## src/rtl/rotator_cmd_sequencer_pkg.sv

```systemverilog
// ============================================================================
// rotator_cmd_sequencer_pkg : op encodings and sequencer state encoding
// Revision: 1.0
// ============================================================================
`default_nettype none

package rotator_cmd_sequencer_pkg;

   localparam logic [1:0] OP_LOAD = 2'b00;
   localparam logic [1:0] OP_ROR  = 2'b01;
   localparam logic [1:0] OP_ROL  = 2'b10;
   localparam logic [1:0] OP_ASR  = 2'b11;

   typedef enum logic [2:0] {
      IDLE    = 3'd0,
      LOAD    = 3'd1,
      SHIFT   = 3'd2,
      CAPTURE = 3'd3,
      RESULT  = 3'd4
   } state_e;

endpackage

`default_nettype wire

```

## src/rtl/rotator_cmd_sequencer_if.sv

```systemverilog
// ============================================================================
// rotator_cmd_sequencer_if : command and result valid/ready handshakes
// Revision: 1.0
// ============================================================================
`default_nettype none

interface rotator_cmd_sequencer_if #(
   parameter int WIDTH = 8,
   parameter int CNT_W = 4
);
   logic             cmd_valid;
   logic             cmd_ready;
   logic [1:0]       cmd_op;
   logic [WIDTH-1:0] cmd_data;
   logic [CNT_W-1:0] cmd_count;
   logic             res_valid;
   logic             res_ready;
   logic [WIDTH-1:0] res_data;

   modport master (
      output cmd_valid, cmd_op, cmd_data, cmd_count, res_ready,
      input  cmd_ready, res_valid, res_data
   );

   modport slave (
      input  cmd_valid, cmd_op, cmd_data, cmd_count, res_ready,
      output cmd_ready, res_valid, res_data
   );
endinterface

`default_nettype wire

```

## src/rtl/rotator_step_counter.sv

```systemverilog
// ============================================================================
// rotator_step_counter : loadable down-counter, flags terminal count of one
// Revision: 1.0
// ============================================================================
`default_nettype none

module rotator_step_counter #(
   parameter int CNT_W = 4
) (
   input  wire logic             clock,
   input  wire logic             Reset_b,
   input  wire logic             i_load,
   input  wire logic [CNT_W-1:0] i_load_value,
   input  wire logic             i_dec,
   output logic                  o_tc
);
   logic [CNT_W-1:0] r_count;

   always_ff @(posedge clock or negedge Reset_b) begin
      if (!Reset_b) begin
         r_count <= '0;
      end else if (i_load) begin
         r_count <= i_load_value;
      end else if (i_dec && (r_count != '0)) begin
         r_count <= r_count - 1'b1;
      end
   end

   assign o_tc = (r_count == CNT_W'(1));
endmodule

`default_nettype wire

```

## src/rtl/rotator_cmd_sequencer.sv

```systemverilog
// ============================================================================
// rotator_cmd_sequencer : sequences load/shift/capture on the rotate register
// Revision: 1.0
// ============================================================================
`default_nettype none

module rotator_cmd_sequencer
   import rotator_cmd_sequencer_pkg::*;
#(
   parameter int WIDTH = 8,
   parameter int CNT_W = 4
) (
   input  wire logic             clock,
   input  wire logic             Reset_b,
   rotator_cmd_sequencer_if.slave bus,
   output logic                  ParallelLoadn,
   output logic                  RotateRight,
   output logic                  ASRight,
   output logic [WIDTH-1:0]      Data_IN,
   input  wire logic [WIDTH-1:0] Q_in
);
   localparam logic [2:0] c_ST_IDLE    = IDLE;
   localparam logic [2:0] c_ST_LOAD    = LOAD;
   localparam logic [2:0] c_ST_SHIFT   = SHIFT;
   localparam logic [2:0] c_ST_CAPTURE = CAPTURE;
   localparam logic [2:0] c_ST_RESULT  = RESULT;

   logic [2:0]       r_state;
   logic [1:0]       r_op;
   logic [WIDTH-1:0] r_data;
   logic             r_zero;
   logic [WIDTH-1:0] r_res_data;
   logic [WIDTH-1:0] r_park;

   logic             w_cmd_ready;
   logic             w_accept;
   logic [CNT_W-1:0] w_load_cnt;
   logic             w_tc;
   logic             w_shifting;

   assign w_cmd_ready = Reset_b && (r_state == c_ST_IDLE);
   assign w_accept    = bus.cmd_valid && w_cmd_ready;
   assign w_load_cnt  = (bus.cmd_op == OP_LOAD) ? '0 : bus.cmd_count;

   rotator_step_counter #(.CNT_W(CNT_W)) u_step_counter (
      .clock        (clock),
      .Reset_b      (Reset_b),
      .i_load       (w_accept),
      .i_load_value (w_load_cnt),
      .i_dec        (r_state == c_ST_SHIFT),
      .o_tc         (w_tc)
   );

   always_ff @(posedge clock or negedge Reset_b) begin
      if (!Reset_b) begin
         r_state    <= c_ST_IDLE;
         r_op       <= OP_LOAD;
         r_data     <= '0;
         r_zero     <= 1'b1;
         r_res_data <= '0;
         r_park     <= '0;
      end else begin
         case (r_state)
            c_ST_IDLE: begin
               if (w_accept) begin
                  r_op    <= bus.cmd_op;
                  r_data  <= bus.cmd_data;
                  r_zero  <= (w_load_cnt == '0);
                  r_state <= c_ST_LOAD;
               end
            end
            c_ST_LOAD:    r_state <= r_zero ? c_ST_CAPTURE : c_ST_SHIFT;
            c_ST_SHIFT:   if (w_tc) r_state <= c_ST_CAPTURE;
            c_ST_CAPTURE: begin
               r_res_data <= Q_in;
               r_park     <= Q_in;
               r_state    <= c_ST_RESULT;
            end
            c_ST_RESULT:  if (bus.res_ready) r_state <= c_ST_IDLE;
            default:      r_state <= c_ST_IDLE;
         endcase
      end
   end

   // Capture keeps the previous cycle's controls; its own edge shifts again but Q is already sampled.
   assign w_shifting = (r_state == c_ST_SHIFT) || ((r_state == c_ST_CAPTURE) && !r_zero);

   always_comb begin
      ParallelLoadn = 1'b0;
      RotateRight   = 1'b0;
      ASRight       = 1'b0;
      Data_IN       = r_park;
      if ((r_state == c_ST_LOAD) || ((r_state == c_ST_CAPTURE) && r_zero)) begin
         Data_IN = r_data;
      end
      if (w_shifting) begin
         ParallelLoadn = 1'b1;
         RotateRight   = (r_op != OP_ROL);
         ASRight       = (r_op == OP_ASR);
      end
   end

   assign bus.cmd_ready = w_cmd_ready;
   assign bus.res_valid = (r_state == c_ST_RESULT);
   assign bus.res_data  = r_res_data;
endmodule

`default_nettype wire

```

## src/flat_wrapper.sv

```systemverilog
// flat-port wrapper written by rule: the top's interface ports become plain ports
module rotator_cmd_sequencer_flat import rotator_cmd_sequencer_pkg::*;
#(
   parameter int WIDTH = 8,
   parameter int CNT_W = 4
)
  (clock, Reset_b, ParallelLoadn, RotateRight, ASRight, Data_IN, Q_in, bus_cmd_valid, bus_cmd_op, bus_cmd_data, bus_cmd_count, bus_res_ready, bus_cmd_ready, bus_res_valid, bus_res_data);
  rotator_cmd_sequencer_if #(.WIDTH(WIDTH), .CNT_W(CNT_W)) bus_i ();
  input  wire logic clock;
  input  wire logic Reset_b;
  output logic ParallelLoadn;
  output logic RotateRight;
  output logic ASRight;
  output logic [WIDTH-1:0] Data_IN;
  input  wire logic [WIDTH-1:0] Q_in;
  input wire logic [$bits(bus_i.cmd_valid)-1:0] bus_cmd_valid;
  input wire logic [$bits(bus_i.cmd_op)-1:0] bus_cmd_op;
  input wire logic [$bits(bus_i.cmd_data)-1:0] bus_cmd_data;
  input wire logic [$bits(bus_i.cmd_count)-1:0] bus_cmd_count;
  input wire logic [$bits(bus_i.res_ready)-1:0] bus_res_ready;
  output wire logic [$bits(bus_i.cmd_ready)-1:0] bus_cmd_ready;
  output wire logic [$bits(bus_i.res_valid)-1:0] bus_res_valid;
  output wire logic [$bits(bus_i.res_data)-1:0] bus_res_data;
  assign bus_i.cmd_valid = bus_cmd_valid;
  assign bus_i.cmd_op = bus_cmd_op;
  assign bus_i.cmd_data = bus_cmd_data;
  assign bus_i.cmd_count = bus_cmd_count;
  assign bus_i.res_ready = bus_res_ready;
  assign bus_cmd_ready = bus_i.cmd_ready;
  assign bus_res_valid = bus_i.res_valid;
  assign bus_res_data = bus_i.res_data;
  rotator_cmd_sequencer #(.WIDTH(WIDTH), .CNT_W(CNT_W)) u_core (.clock(clock), .Reset_b(Reset_b), .bus(bus_i), .ParallelLoadn(ParallelLoadn), .RotateRight(RotateRight), .ASRight(ASRight), .Data_IN(Data_IN), .Q_in(Q_in));
endmodule
```

## config.mk

```make
export PLATFORM = sky130hd
export DESIGN_NAME = rotator_cmd_sequencer_flat
export DESIGN_NICKNAME = d
export VERILOG_FILES = /design/src/rtl/rotator_cmd_sequencer_pkg.sv /design/src/rtl/rotator_cmd_sequencer_if.sv /design/src/rtl/rotator_step_counter.sv /design/src/rtl/rotator_cmd_sequencer.sv /design/src/flat_wrapper.sv
export SDC_FILE = /design/constraint.sdc
export NUM_CORES = 1
export LEC_CHECK = 0
export CAP_MARGIN = 20
export CORE_MARGIN = 3
export CORE_UTILIZATION = 50
export CTS_CLUSTER_SIZE = 30
export DETAILED_ROUTE_END_ITERATION = 8
export DONT_BUFFER_PORTS = 1
export PLACE_DENSITY = 0.66
export RECOVER_POWER = 25
export SYNTH_ARGS = -nofsm -noshare
export SYNTH_HDL_FRONTEND = slang
export SYNTH_SLANG_ARGS = --single-unit
export TNS_END_PERCENT = 1
```

## constraint.sdc

```tcl
create_clock -name clock -period 2.7 [get_ports clock]
set_input_delay 0.27 -clock clock [delete_from_list [all_inputs] [get_ports clock]]
set_output_delay 0.27 -clock clock [all_outputs]
set_load 0.01 [all_outputs]
```

# Word-level counts from Yosys, hierarchy flattened
# Cells that the tools add are included.
# totals
ramBits	0
rom_bits	0
elab_cells	44
output_inout_bits	21
latchBits	0
n_memories	0
reg_bits	26
input_bits	26
# classes
n_lt_le_gt_ge	0
div_mod_pow	0
n_eq_ne	10
n_addsub	1
shifts	0
multipliers	0
mux	12
reduce_logical	15
bitwise_logic	0
# ops
operator	n
$pmux W3 S5	1
$mux W4	3
$mux W3	3
$mux W8	1
$eq A3 B2 Y1 const B	2
$ne A2 B2 Y1 const B	3
$logic_and A1 B1 Y1	5
$eq A4 B1 Y1 const B	1
$logic_not A4 Y1	1
$mux W1	4
$reduce_bool A4 Y1	1
$sub A4 B1 Y4 const B	1
$eq A3 B1 Y1 const B	1
$eq A3 B3 Y1 const B	1
$logic_not A3 Y1	1
$reduce_and A3 Y1	1
$eq A2 B2 Y1 const B	1
$logic_not A2 Y1	1
$logic_or A1 B1 Y1	2
$ne A2 B1 Y1 const B	1
$reduce_and A2 Y1	1
$reduce_bool A2 Y1	1
$logic_not A1 Y1	1

# Longest topological paths before layout
# Gate-level depths: netlist (run 1).
# depth
word_depth	5
mapped_depth	6
ltp_nobuf	6

# By module
# A second synthesis (run 1) with hierarchy kept.
# hier_totals
hier_cells	110
hier_area_um2	1375.1
# by_module_without_submodules
module	cells_each	seq_area_each_um2	area_per_inst_um2	n_inst
rotator_cmd_sequencer	81	551.8	1092.3	1
rotator_step_counter	29	100.1	282.8	1

# Worst setup path after synthesis (run 1)
# OpenSTA, ideal clock, no wires.
# synth_timing
kind	reg2reg
start	reg u_core.u_step_counter.r_count[0]
end	reg u_core.u_step_counter.r_count[2]
synth_period_minus_slack_ps	1642
n_path_buf	0
setup_ps	118
t_arrival_ps	1524
stages_incl_launch_ff	7
slack_ps	1058
cell_sequence	dfrtp_1 -> inv_1 -> ha_1 -> nand2b_1 -> o21ai_1 -> mux2_4 -> a21o_1
# synth_between
elab_chain_len	3
elab_cells_between_ends	6
cone_classes	add/sub: 1; mux: 2; reduce/logical: 3
# synth_rtl
item	line	text
start: declaration	rotator_step_counter.sv:17	logic [CNT_W-1:0] r_count;
start signal: assignment	rotator_step_counter.sv:23	r_count <= i_load_value;
start signal: assignment	rotator_step_counter.sv:25	r_count <= r_count - 1'b1;
$sub A4 B1 Y4 / $reduce_bool A4 Y1 (equally long branches)	rotator_step_counter.sv:25, rotator_step_counter.sv:24	
$mux W4 / $logic_and A1 B1 Y1 (equally long branches)	rotator_step_counter.sv:24	end else if (i_dec && (r_count != '0)) begin
$mux W4 / $reduce_bool A2 Y1 (equally long branches)	n/a	
# Several ways; a longest one is shown, not always the timed one. The select of a mux whose other input is x is not followed.
# A chain may end at the register's enable or synchronous reset.

# Final worst setup path (run 1)
# layout_timing
start	reg u_core.r_zero
end	out Data_IN[0]
# layout_between
elab_chain_len	3
# layout_rtl
item	line	text
start: declaration	rotator_cmd_sequencer.sv:31	logic r_zero;
start signal: assignment	rotator_cmd_sequencer.sv:68	r_zero <= (w_load_cnt == '0);
$logic_and A1 B1 Y1	rotator_cmd_sequencer.sv:93	if ((r_state == c_ST_LOAD) || ((r_state == c_ST_CAPTURE) && r_zero)) begin
$logic_or A1 B1 Y1	rotator_cmd_sequencer.sv:93	
$mux W8	rotator_cmd_sequencer.sv:93	
end: declaration	flat_wrapper.sv:14	output logic [WIDTH-1:0] Data_IN;
# Every way passes these cells.

==> results of run 1 <==
==> power breakdown <==
part,internal (µW),switching [µW]
clock network,82.4,115
registers,592,203
logic,373,330
==> flip-flops by register name, summed over array words and instances (netlist names) <==
register,cells
u_core.bus.res_data,8
u_core.r_data,8
u_core.u_step_counter.r_count,4
u_core.r_state,3
u_core.r_op,2
u_core.r_zero,1
==> area by class of cell <==
| type | count | area, µm² | share of cell area [%] |
|---|---|---|---|
| clock buffer | 4 | 36.3 | 2.68 |
| tap | 28 | 35.0 | 2.58 |
| multi-input combinational | 67 | 597 | 44.0 |
| inverter | 6 | 22.5 | 1.66 |
| sequential | 26 | 652 | 48.1 |
| timing repair buffer | 2 | 13.8 | 1.01 |
==> metal layers <==
metal  vias to the layer above  part of all wire, %
met5                         -                    0
met4                         0                 0.48
met3                         2                  6.7
met2                        23                   55
met1                       408                   38
li1                        365                    -
==> cells in the mapped netlist <==
| cell type | n |
|---|---|
| inv_1 | 6 |
| nand2_1 | 2 |
| o21ai_1 | 1 |
| buf_2 | 1 |
| nor4b_4 | 1 |
| buf_6 | 2 |
| buf_4 | 1 |
| ha_1 | 2 |
| or2_2 | 1 |
| o41ai_1 | 1 |
| xnor2_1 | 2 |
| dfrtp_1 | 25 |
| mux2_2 | 29 |
| nand2_2 | 1 |
| o22ai_1 | 1 |
| and3_1 | 1 |
| nand2b_1 | 3 |
| o32ai_1 | 1 |
| a21boi_0 | 1 |
| nand3b_1 | 2 |
| a21oi_1 | 7 |
| mux2_4 | 1 |
| o21ai_0 | 1 |
| dfstp_2 | 1 |
| and2_1 | 1 |
| a221oi_1 | 1 |
| nand3_1 | 1 |
| nor2_1 | 3 |
| nor3b_1 | 1 |
| a21o_1 | 1 |
| or3_1 | 1 |
==> cells by family after synthesis <==
group           share of synthesized area (%)
flops                                    49.9
mux                                      26.1
xor+xnor                                 1.34
buf+inv                                  4.41
compound gates                           7.09
simple gates                             9.20
fa+ha+maj                                1.92
==> worst max-delay path by stage <==
stage                     cells past startpoint  slack (ns)                                          from                                            to
final                                         3        0.66                     u_core.r_zero$_DFFE_PN1P_                                    Data_IN[0]
after global routing                          3        0.55                     u_core.r_zero$_DFFE_PN1P_                                    Data_IN[0]
after CTS                                     3        0.62                     u_core.r_zero$_DFFE_PN1P_                                    Data_IN[0]
after detailed placement                      4        0.82                 u_core.r_state[1]$_DFFE_PN0P_  u_core.u_step_counter.r_count[2]$_DFFE_PN0P_
after global placement                        4        0.86                 u_core.r_state[1]$_DFFE_PN0P_  u_core.u_step_counter.r_count[2]$_DFFE_PN0P_
after floorplan                               6        1.06  u_core.u_step_counter.r_count[0]$_DFFE_PN0P_  u_core.u_step_counter.r_count[2]$_DFFE_PN0P_
==> per-stage QoR <==
step | hold slack (ns) | utilization, % | setup WS, ns
2_1_floorplan | -0.0256 | - | 1.06
3_3_place_gp | -0.0250 | 55.8 | 0.862
3_5_place_dp | -0.0250 | 55.8 | 0.816
4_1_cts | 0.0301 | 58.7 | 0.620
5_1_grt | 0.0280 | 58.0 | 0.554
6_report | 0.0433 | 58.0 | 0.663
==> summary.md, run 1 <==
| Metric | Value |
|---|---|
| Placed Cells | roughly 130 |
| Power per cell area | 1250 mW/mm² |
| Fin crit share | 75.5% |
| Type of the tightest min-delay check | input port to register |
| Num Clock Sinks | 26 |
| Endpoints failing setup | 0 |
| Worst clock skew | around 0.005 ns |
| Routed wire length | about 2500 µm |
| M3 GR Usage | 6.11% |
| Minimum clock period | approximately 2.0 ns |
| Cell Area, Synth | 0.00131 mm² |
| Post-Syn Nets | 131 |
| Fin nets | between 100 and 150 |
| YS warnings | 0 |
| RSZ-0062 raised after global routing | no |
| Iteration-0 DRC Markers | 14 |
| Busiest grt layer | met2 |
| Buffers on Ports | 0 |
| Area contributors post-synth | dfrtp_1, mux2_2, a21oi_1 |
| Final Hold Vio Count | 0 |
| Maximum clock insertion buffer count | 2 |
| Root buffer cell | clkbuf_4 |
| Crit path max-delay family | flip-flops |
| Setup TNS | 0 ns |
| Crit path max-delay cell type | dfstp_2 |
| Critical path type | register to output pin |
| Syn Area/Cell | 12.7 µm² |
| VDD IR-drop max | 711 µV |
| Sequential fraction of the synthesis area | 49.9% |
| FF-to-FF path depth | 4 |
| First-pass GRT wire length | between 4000 and 5000 µm |
| Antenna Cells | 0 |
| R2R Setup Slk | 0.81 ns |
| CTS resizes | 0 |
| DRT antenna net count | 0 |
| Hold path depth | 1 |
| Worst-Skew Late Latency | 0.32 ns |
| Initial antenna violation count | 0 |
| Post-Layout Cell Count | about 130 |
| Chip height | 57.1 µm |
| Layout cell share with drive strength beyond 1 | 36.2% |
| Worst Path Arrival | 1.77 ns |
| Hpwl dp | 1860 µm |
| Worst path bufs/invs | 0 |
| Commonest non-fill, non-tap cells in the layout | mux2_2, dfrtp_1, a21oi_1, inv_1 |
| Achievable Freq | 491 MHz |
| Gr ovfl total | 0 |
| Run status | finished, final reports clean |
| Hold endpoint | u_core.r_state[2]$_DFFE_PN0P_ |
| CTS tree | yes |
| Pin count of the biggest net entering global routing | 27 |
| Max-cap violations | 0 |
| Finished Cell Area | 0.00136 mm² |
| Placer Congestion | a little under 0.7 |
| R2r endpoint | u_core.u_step_counter.r_count[2]$_DFFE_PN0P_ |
| Pwr Total | 1690 µW |
| Hold_sp | bus_res_ready |
| CP Cell Sequence | nand2b_1, nand3b_1, mux2_2 |
| Cell count after synthesis | 103 |
| Global Route met2 Usage | between 30% and 40% |
| Via count | 798 |
| First-pass iteration count of the detailed router | 4 |
| Post-CTS Hold Buffers | 2 |
| Slowest stage delay, CP | approximately 0.58 ns |
| Final Max Slew Viols | 0 |
| Post-route DRC | 0 |
| Clk slew on worst S/H paths | 0.14 ns |
| Area share of the largest cell type after synthesis | 47.9% |
| Max_slew headroom | 6.93% |
| Area delta synth->final | 3.83% |
| Initial Util | 55.8% |
| CTS Buf Count | 3 |
| H-Tree Level Count | 1 |
| CORE AREA | 0.00234 mm² |
| Crit end category | output pin |
| WL per Instance | 18.7 µm |
| # Post-CTS Setup Buffers | 0 |
| Least-Margin Pin Slew | 1.40 ns |
| CP Data Required Time | between 2 and 2.5 ns |
| Row count | 17 |
| Ports | 47 |
| Leakage power | 0.000593 µW |
| Die area | roughly 0.0033 mm² |
| Fillers | 199 |
| Die Wd | 57.1 µm |
| M1 GR Usage | 17.6% |
| Synth area leader | dfrtp_1 |
| Dpl cell area | approximately 0.0013 mm² |
| Unique masters post-synth | 31 |
| CP max FO | 8 |
| Most common cell after layout, fill and taps aside | mux2_2 |
| Via density | 6.00 |
| Number of global-route vias before repair | 901 |
| R2R Path Start | u_core.r_state[1]$_DFFE_PN0P_ |
| Synth Register Bits | 26 |
| Setup crit start kind | register |
| GR Util All Layers | 16.7% |
(Power assumes the default switching activity.)
==> run 2: changes to the inputs <==
ABC_AREA = 1   (was unset)
PLACE_DENSITY = 0.69   (was 0.66)
clock period = 1.7 ns   (was 2.7 ns; I/O delays follow)
==> run 2 against run 1 <==
Power is 83% higher. Register-to-register slack worse by 0.57 ns. Critical path depth is 2 higher. Via count is 54% higher. Non-clock buffer count is 18 higher. Worst setup slack worse by 0.62 ns. Cell area is 23% higher. Clock skew is 0.00095 ns lower. Largest power group is now combinational logic.
==> summary.md, run 2 <==
| Metric | Value |
|---|---|
| Run status | finished, final reports clean |
| Multiplexer share of the synthesized area | 0% (-26 points) |
| WL per Instance | 15.5 µm (-17%) |
| Post-Layout Cell Count | 224 (+68%) |
| Clk slew on worst S/H paths | 0.13 ns (about the same) |
| H-Tree Level Count | 1 (unchanged) |
| Most common cell after layout, fill and taps aside | nand2_1 |
| R2R Path Start | u_core.r_state[0]$_DFFE_PN0P_ |
| Syn Area/Cell | 7.79 µm² (-39%) |
| Worst-Skew Late Latency | 0.32 ns (about the same) |
| Number of global-route vias before repair | 1217 (+35%) |
| Minimum clock period | 1.66 ns |
| DRT antenna net count | 0 (unchanged) |
| CP Cell Sequence | inv_1, nand2_2, nand3_4, nand2_1, o21ai_4 |
| Commonest non-fill, non-tap cells in the layout | nand2_1, dfrtp_1, inv_1, dlygate4sd3_1, nand3_1 |
| Post-Synth Simple-Gate Area | 30.9% (+22 points) |
| Placer Congestion | 0.860 (+25%) |
| Most instantiated library cell after synthesis | nand2_1 |
| Synth Register Bits | 26 (unchanged) |
| Ports | 47 (unchanged) |
| Worst Path Arrival | 1.49 ns (-0.28 ns) |
| Crit end category | output pin |
| Max_slew headroom | 22.1% (+15 points) |
| Main combinational cell family by area after synthesis | simple AND/OR/NAND/NOR gates |
| Routed wire length | 3480 µm (+40%) |
| Critical path type | register to output pin |
| Row count | 18 (+1) |
| EDFF count, synth | 0 (unchanged) |
| Worst clock skew | 0.00404 ns (-0.000954 ns) |
| Net Sw Frac | 49.9% (+12 points) |
| Synth area leader | dfrtp_1 |
| Layout cell share with drive strength beyond 1 | 15.5% (-21 points) |
| Slowest stage delay, CP | 0.54 ns (-0.04 ns) |
| CTS Buf Count | 3 (unchanged) |
| Achievable Freq | just over 600 MHz |
| Area share of the largest cell type after synthesis | 46.7% (-1.2 points) |
| CP max FO | 8 (unchanged) |
| Unique masters post-synth | 21 (-32%) |
| Clock share of power | 8.6% (-3.1 points) |
| Hold endpoint | u_core.r_state[2]$_DFFE_PN0P_ |
| Type of the tightest min-delay check | input port to register |
| Power per cell area | 1860 mW/mm² (+49%) |
| VDD IR-drop max | 1180 µV (+65%) |
| Area contributors post-synth | dfrtp_1, nand2_1, o21ai_1 |
| CP Data Required Time | 1.53 ns (-0.90 ns) |
| Top_reg_cell synth | dfrtp_1 |
| First-pass GRT wire length | 5570 µm (+32%) |
| Complex-gate fraction of the synthesized area | 9.99% (+2.9 points) |
| Hold_sp | bus_res_ready |
| Int Pwr | 1550 µW (+48%) |
| CORE AREA | 0.00252 mm² (+7.8%) |
| Root buffer cell | clkbuf_4 |
| Via density | 5.48 (-8.6%) |
| Post-Synth XOR/XNOR Area | 0.654% (-0.69 points) |
| Net Switching | 1540 µW (+140%) |
| Post-Syn Nets | 200 (+53%) |
| Least-Margin Pin Slew | 1.17 ns (-0.229 ns) |
| Hold Slack | 0.0183 ns (-0.0250 ns) |
| Fraction of registers with async set/reset | 100% (unchanged) |
| CTS tree | yes |
| Endpoints failing setup | 0 (unchanged) |
| Cell count after synthesis | 172 (+67%) |
| Die Wd | 57.8 µm (+1.2%) |
| R2r endpoint | u_core.u_step_counter.r_count[2]$_DFFE_PN0P_ |
| Initial Util | 53.1% (-2.7 points) |
| YS warnings | 0 (unchanged) |
| Final Max Slew Viols | 0 (unchanged) |
| Hold path depth | 3 (+2) |
| Fin crit share | 97.4% |
| Hpwl dp | 2330 µm (+26%) |
| Area delta synth->final | 24.2% |
| Gr ovfl total | 0 (unchanged) |
| Cell Area, Synth | 0.00134 mm² (+2.6%) |
| Buffers on Ports | 0 (unchanged) |
| Worst setup margin | 0.0442 ns (-0.618 ns) |
| Num Clock Sinks | 26 (unchanged) |
| Seq pwr share | 40.1% (-6.8 points) |
| Combinational share of power | 51.3% (+9.8 points) |
| Chip height | 57.8 µm (+1.2%) |
| FF-to-FF path depth | 5 (+1) |
| Final Hold Vio Count | 0 (unchanged) |
| Max-cap violations | 0 (unchanged) |
| Post-route DRC | 0 (unchanged) |
| Via count | 1228 (+54%) |
| Placed Cells | 201 (+58%) |
| Maximum clock insertion buffer count | 2 (unchanged) |
| Most frequent cells after synthesis | nand2_1, dfrtp_1, inv_1 |
| Sequential fraction of the synthesis area | 48.6% (-1.3 points) |
| Crit path max-delay cell type | dfstp_2 |
| Pin count of the biggest net entering global routing | 27 (unchanged) |
| # Post-CTS Setup Buffers | 0 (unchanged) |
| Fin nets | 223 (+66%) |
| RSZ-0062 raised after global routing | yes |
| First-pass iteration count of the detailed router | 4 (unchanged) |
| Initial antenna violation count | 0 (unchanged) |
| Antenna Cells | 0 (unchanged) |
| Adder-cell share of the synthesized area | 1.87% (-0.048 points) |
| Setup crit start kind | register |
| Die area | 0.00334 mm² (+2.3%) |
| Pre-CTS WS | 0.279 ns (-0.537 ns) |
| Iteration-0 DRC Markers | 48 (+34) |
| GR Util All Layers | 21.5% (+4.8 points) |
| R2R Setup Slk | 0.24 ns (-0.57 ns) |
| Leakage power | 0.000827 µW (+39%) |
[run 2: cell count changes after synthesis, sizes merged, moves of 3 or more]
cell / previous run / this run
nand2b: 3 / 0
nand3: 1 / 14
mux2: 30 / 0
o21ai: 2 / 21
inv: 6 / 23
nand2: 3 / 63
nor2: 3 / 10
[run 2: metrics by stage]
stage / setup TNS [ns] / total power (µW) / instance area, µm² / util (%)
floorplan: 0 / 2240 / 1340 / -
global placement: 0 / 2480 / 1370 / 54.4
detailed placement: 0 / 2550 / 1370 / 54.4
CTS: 0 / 2980 / 1630 / 64.6
global route: -0.184 / 3370 / 1660 / 66.0
finish: 0 / 3100 / 1660 / 66.0
[run 2: how the worst max path moves through the flow]
stage,start,endpoint,slack [ns],cells past startpoint
6_report,u_core.r_zero$_DFFE_PN1P_,Data_IN[0],0.04,5
5_1_grt,u_core.r_zero$_DFFE_PN1P_,Data_IN[0],-0.04,5
4_1_cts,u_core.r_zero$_DFFE_PN1P_,Data_IN[3],0.02,4
3_5_place_dp,u_core.r_state[0]$_DFFE_PN0P_,u_core.u_step_counter.r_count[3]$_DFFE_PN0P_,0.28,6
3_3_place_gp,u_core.r_zero$_DFFE_PN1P_,Data_IN[0],0.31,4
2_1_floorplan,u_core.r_zero$_DFFE_PN1P_,Data_IN[0],0.40,5
[run 2: layer usage]
metal | global-route usage [%] | vias to the layer above | share of wire [%]
met3 | 6.01 | 9 | 7.7
met1 | 24.7 | 585 | 37
met4 | 5.96 | 0 | 2.5
met5 | 0 | - | 0
met2 | 39.0 | 43 | 53
li1 | - | 591 | -
[run 2: kinds of logic after synthesis]
family	count (synthesis)
AO/OA/AOI/OAI	26
XOR/XNOR	1
adder cells (fa/ha/maj)	2
buffers and inverters	26
flip-flops	26
AND/OR/NAND/NOR	91
[run 2: critical path, delay by kind of cell (launching register included)]
kind | cells | cell delay (ns)
compound gates | 1 | 0.08
buf+inv | 1 | 0.08
flops | 1 | 0.54
simple gates | 3 | 0.47
[run 2: what timing repair did]
action	4_1_cts	5_1_grt
gates resized for setup	10	7
hold buffers	18	0
cloned	0	1
endpoints found under the hold margin	42	0
endpoints found under the setup margin	8	10
pin swaps	0	1
[run 2: cell type report]
type / count / area [µm²]
fill: 204 / 858
sequential: 26 / 653
multi-input combinational: 121 / 661
clock buffer: 4 / 26.3
tap: 30 / 37.5
inverter: 23 / 88.8
timing repair buffer: 20 / 198
[run 2: power by group through the flow]
stage          combinational, µW  sequential [µW]  clock (µW)
6_report                    1590             1240         268
5_1_grt                     1780             1280         303
4_1_cts                     1480             1230         273
3_5_place_dp                1310             1230           0
3_3_place_gp                1260             1220           0
2_1_floorplan               1080             1160           0
==> run 3: changes to the inputs <==
CELL_PAD_IN_SITES_DETAIL_PLACEMENT = 1   (was unset)
CELL_PAD_IN_SITES_GLOBAL_PLACEMENT = 2   (was unset)
CORE_UTILIZATION = 33   (was 50)
PLACE_DENSITY = 0.77   (was 0.69)
clock period = 1.9 ns   (was 1.7 ns; I/O delays follow)
==> run 3 against run 2 <==
Critical path depth down 1. Clock skew increased by 0.0012 ns. Sequential power fell by 12%. First-iteration DRC count fell by 8.3%. Utilization decreased by 27 points. Die area up 46%. Global-route usage fell by 6.0 points. Routed wire length decreased by 1.4%. Count of clock-buffer cells in the layout down 1. Power is 12% lower. Critical endpoint is now Data_IN[7].
==> summary.md, run 3 (synthesis gave the netlist of run 2 again) <==
| Metric | Value |
|---|---|
| Run status | finished, final reports clean |
| Buffers on Ports | 0 (unchanged) |
| H-Tree Level Count | 1 (unchanged) |
| Commonest non-fill, non-tap cells in the layout | nand2_1, dfrtp_1, inv_1, o21ai_1, nand3_1 |
| DRT antenna net count | 0 (unchanged) |
| Global Route met2 Usage | 23.6% (-15 points) |
| Power per cell area | 1860 mW/mm² (-0.26%) |
| Worst setup margin | 0.141 ns (+0.0970 ns) |
| Minimum clock period | around 1.8 ns |
| Achievable Freq | 569 MHz |
| # Post-CTS Setup Buffers | 0 (unchanged) |
| M1 GR Usage | 21.8% (-2.9 points) |
| Worst Path Arrival | 1.57 ns (+0.08 ns) |
| CP Data Required Time | 1.71 ns (+0.18 ns) |
| Slowest stage delay, CP | 0.53 ns (about the same) |
| Maximum clock insertion buffer count | 2 (unchanged) |
| First-pass iteration count of the detailed router | 4 (unchanged) |
| Chip height | 69.7 µm (+21%) |
| WL per Instance | 15.4 µm (-0.94%) |
| Via density | 5.06 (-7.6%) |
| Worst-Skew Late Latency | 0.28 ns (-0.04 ns) |
| Via count | 1129 (-8.1%) |
| First-pass GRT wire length | 6020 µm (+8.0%) |
| Final Hold Vio Count | 0 (unchanged) |
| VDD IR-drop max | 687 µV (-42%) |
| CP Cell Sequence | inv_1, nand2_1, nand3_2, o21ai_1 |
| Placer Congestion | 0.716 (-17%) |
| Worst path bufs/invs | 1 (unchanged) |
| Layout cell share with drive strength beyond 1 | 9.71% (-5.7 points) |
| Max_slew headroom | 19.3% (-2.8 points) |
| Busiest grt layer | met2 |
| Crit end category | output pin |
| CORE AREA | 0.00380 mm² (+51%) |
| Final Max Slew Viols | 0 (unchanged) |
| Row count | 22 (+4) |
| Iteration-0 DRC Markers | 44 (-8.3%) |
| M3 GR Usage | 4.78% (-1.2 points) |
| Worst clock skew | 0.00523 ns (+0.00119 ns) |
| RSZ-0062 raised after global routing | no |
| Fin crit share | between 90% and 100% |
| Pin count of the biggest net entering global routing | 27 (unchanged) |
| Setup crit start kind | register |
| Most common cell after layout, fill and taps aside | nand2_1 |
| Crit path max-delay cell type | dfstp_2 |
| GR Util All Layers | 15.5% (-6.0 points) |
| Leakage power | 0.000752 µW (-9.1%) |
| Placed Cells | 217 (+8.0%) |
| Initial antenna violation count | 0 (unchanged) |
| Finished Cell Area | 0.00148 mm² (-11%) |
| Die Wd | 69.7 µm (+21%) |
| Critical path type | register to output pin |
| Clk slew on worst S/H paths | 0.10 ns (-0.03 ns) |
| Antenna Cells | 0 (unchanged) |
| Pwr Total | 2740 µW (-12%) |
| Area delta synth->final | 10.1% |
| Type of the tightest min-delay check | input port to register |
| Least-Margin Pin Slew | 1.21 ns (+0.0438 ns) |
| Hpwl dp | 2680 µm (+15%) |
| Initial Util | 35.3% (-18 points) |
| Routed wire length | 3430 µm (-1.4%) |
| CTS tree | yes |
| Max-cap violations | 0 (unchanged) |
| Post-Layout Cell Count | 223 (-0.45%) |
| Die area | 0.00486 mm² (+46%) |
| Setup TNS | 0 ns (unchanged) |
| Number of global-route vias before repair | 1146 (-5.8%) |
| Pre-CTS WS | 0.417 ns (+0.139 ns) |
| Dpl cell area | 0.00138 mm² (+0.55%) |
| Num Clock Sinks | 26 (unchanged) |
| Fin nets | 204 (-8.5%) |
| Crit path max-delay family | flip-flops |
| Gr ovfl total | 0 (unchanged) |
| CP max FO | 16 (+8) |
| Endpoints failing setup | 0 (unchanged) |
| Root buffer cell | clkbuf_8 |
| CTS Buf Count | 3 (unchanged) |
| Ports | 47 (unchanged) |
| Post-route DRC | 0 (unchanged) |
## run 3: repair_timing
action                                  CTS  global route
endpoints found under the setup margin    0             1
resized for setup                         0             1
hold buffers                              2             0
hold endpoints to repair                 26             0
## run 3: final timing paths
path	start	end	slack [ns]	depth (start not counted)
hold / removal	Q_in[4]	u_core.bus.res_data[4]$_DFFE_PN0N_	0.03	2
setup / recovery	u_core.r_zero$_DFFE_PN1P_	Data_IN[7]	0.14	4
max in group asynchronous	Reset_b	u_core.r_state[0]$_DFFE_PN0P_	0.32	2
setup reg to reg	u_core.r_state[1]$_DFFE_PN0P_	u_core.u_step_counter.r_count[1]$_DFFE_PN0P_	0.48	5
min in group asynchronous	Reset_b	u_core.r_op[0]$_DFFE_PN0P_	0.77	2
hold reg to reg	u_core.r_data[2]$_DFFE_PN0P_	u_core.r_data[2]$_DFFE_PN0P_	0.53	2
## run 3: cell type report
class / instances / area [µm²]
Clock buffer: 3 / 41.3
Clock inverter: 1 / 30.0
Fill cell: 481 / 2320
Inverter: 23 / 86.3
Multi-Input combinational cell: 120 / 582
Sequential cell: 26 / 653
Tap cell: 48 / 60.1
Timing Repair Buffer: 2 / 22.5
## run 3: stage by stage
stage | hold WS [ns] | util (%)
3_3_place_gp | -0.105 | 36.3
2_1_floorplan | -0.106 | -
4_1_cts | 0.0240 | 39.0
5_1_grt | 0.0276 | 38.8
6_report | 0.0285 | 38.8
3_5_place_dp | -0.105 | 36.3
## run 3: worst register-to-register path: stages (launching register included)
cell and delay (ns):
dfrtp_1 0.47, nor2_4 0.18, nand4_4 0.16, inv_2 0.32, nand3_1 0.14, nand3_1 0.10
## run 3: routing by layer
metal,share of wire (%),wire length (µm)
met1,47,1610
met2,45,1540
met5,0,0
met3,7.2,247
met4,0.79,27
## run 3: where the power goes
part | internal [µW] | leakage (µW) | total, µW | switching (µW)
sequential | 832 | 0.000315 | 1090 | 262
clock | 282 | 0.0000357 | 474 | 191
combinational | 372 | 0.000401 | 1170 | 800
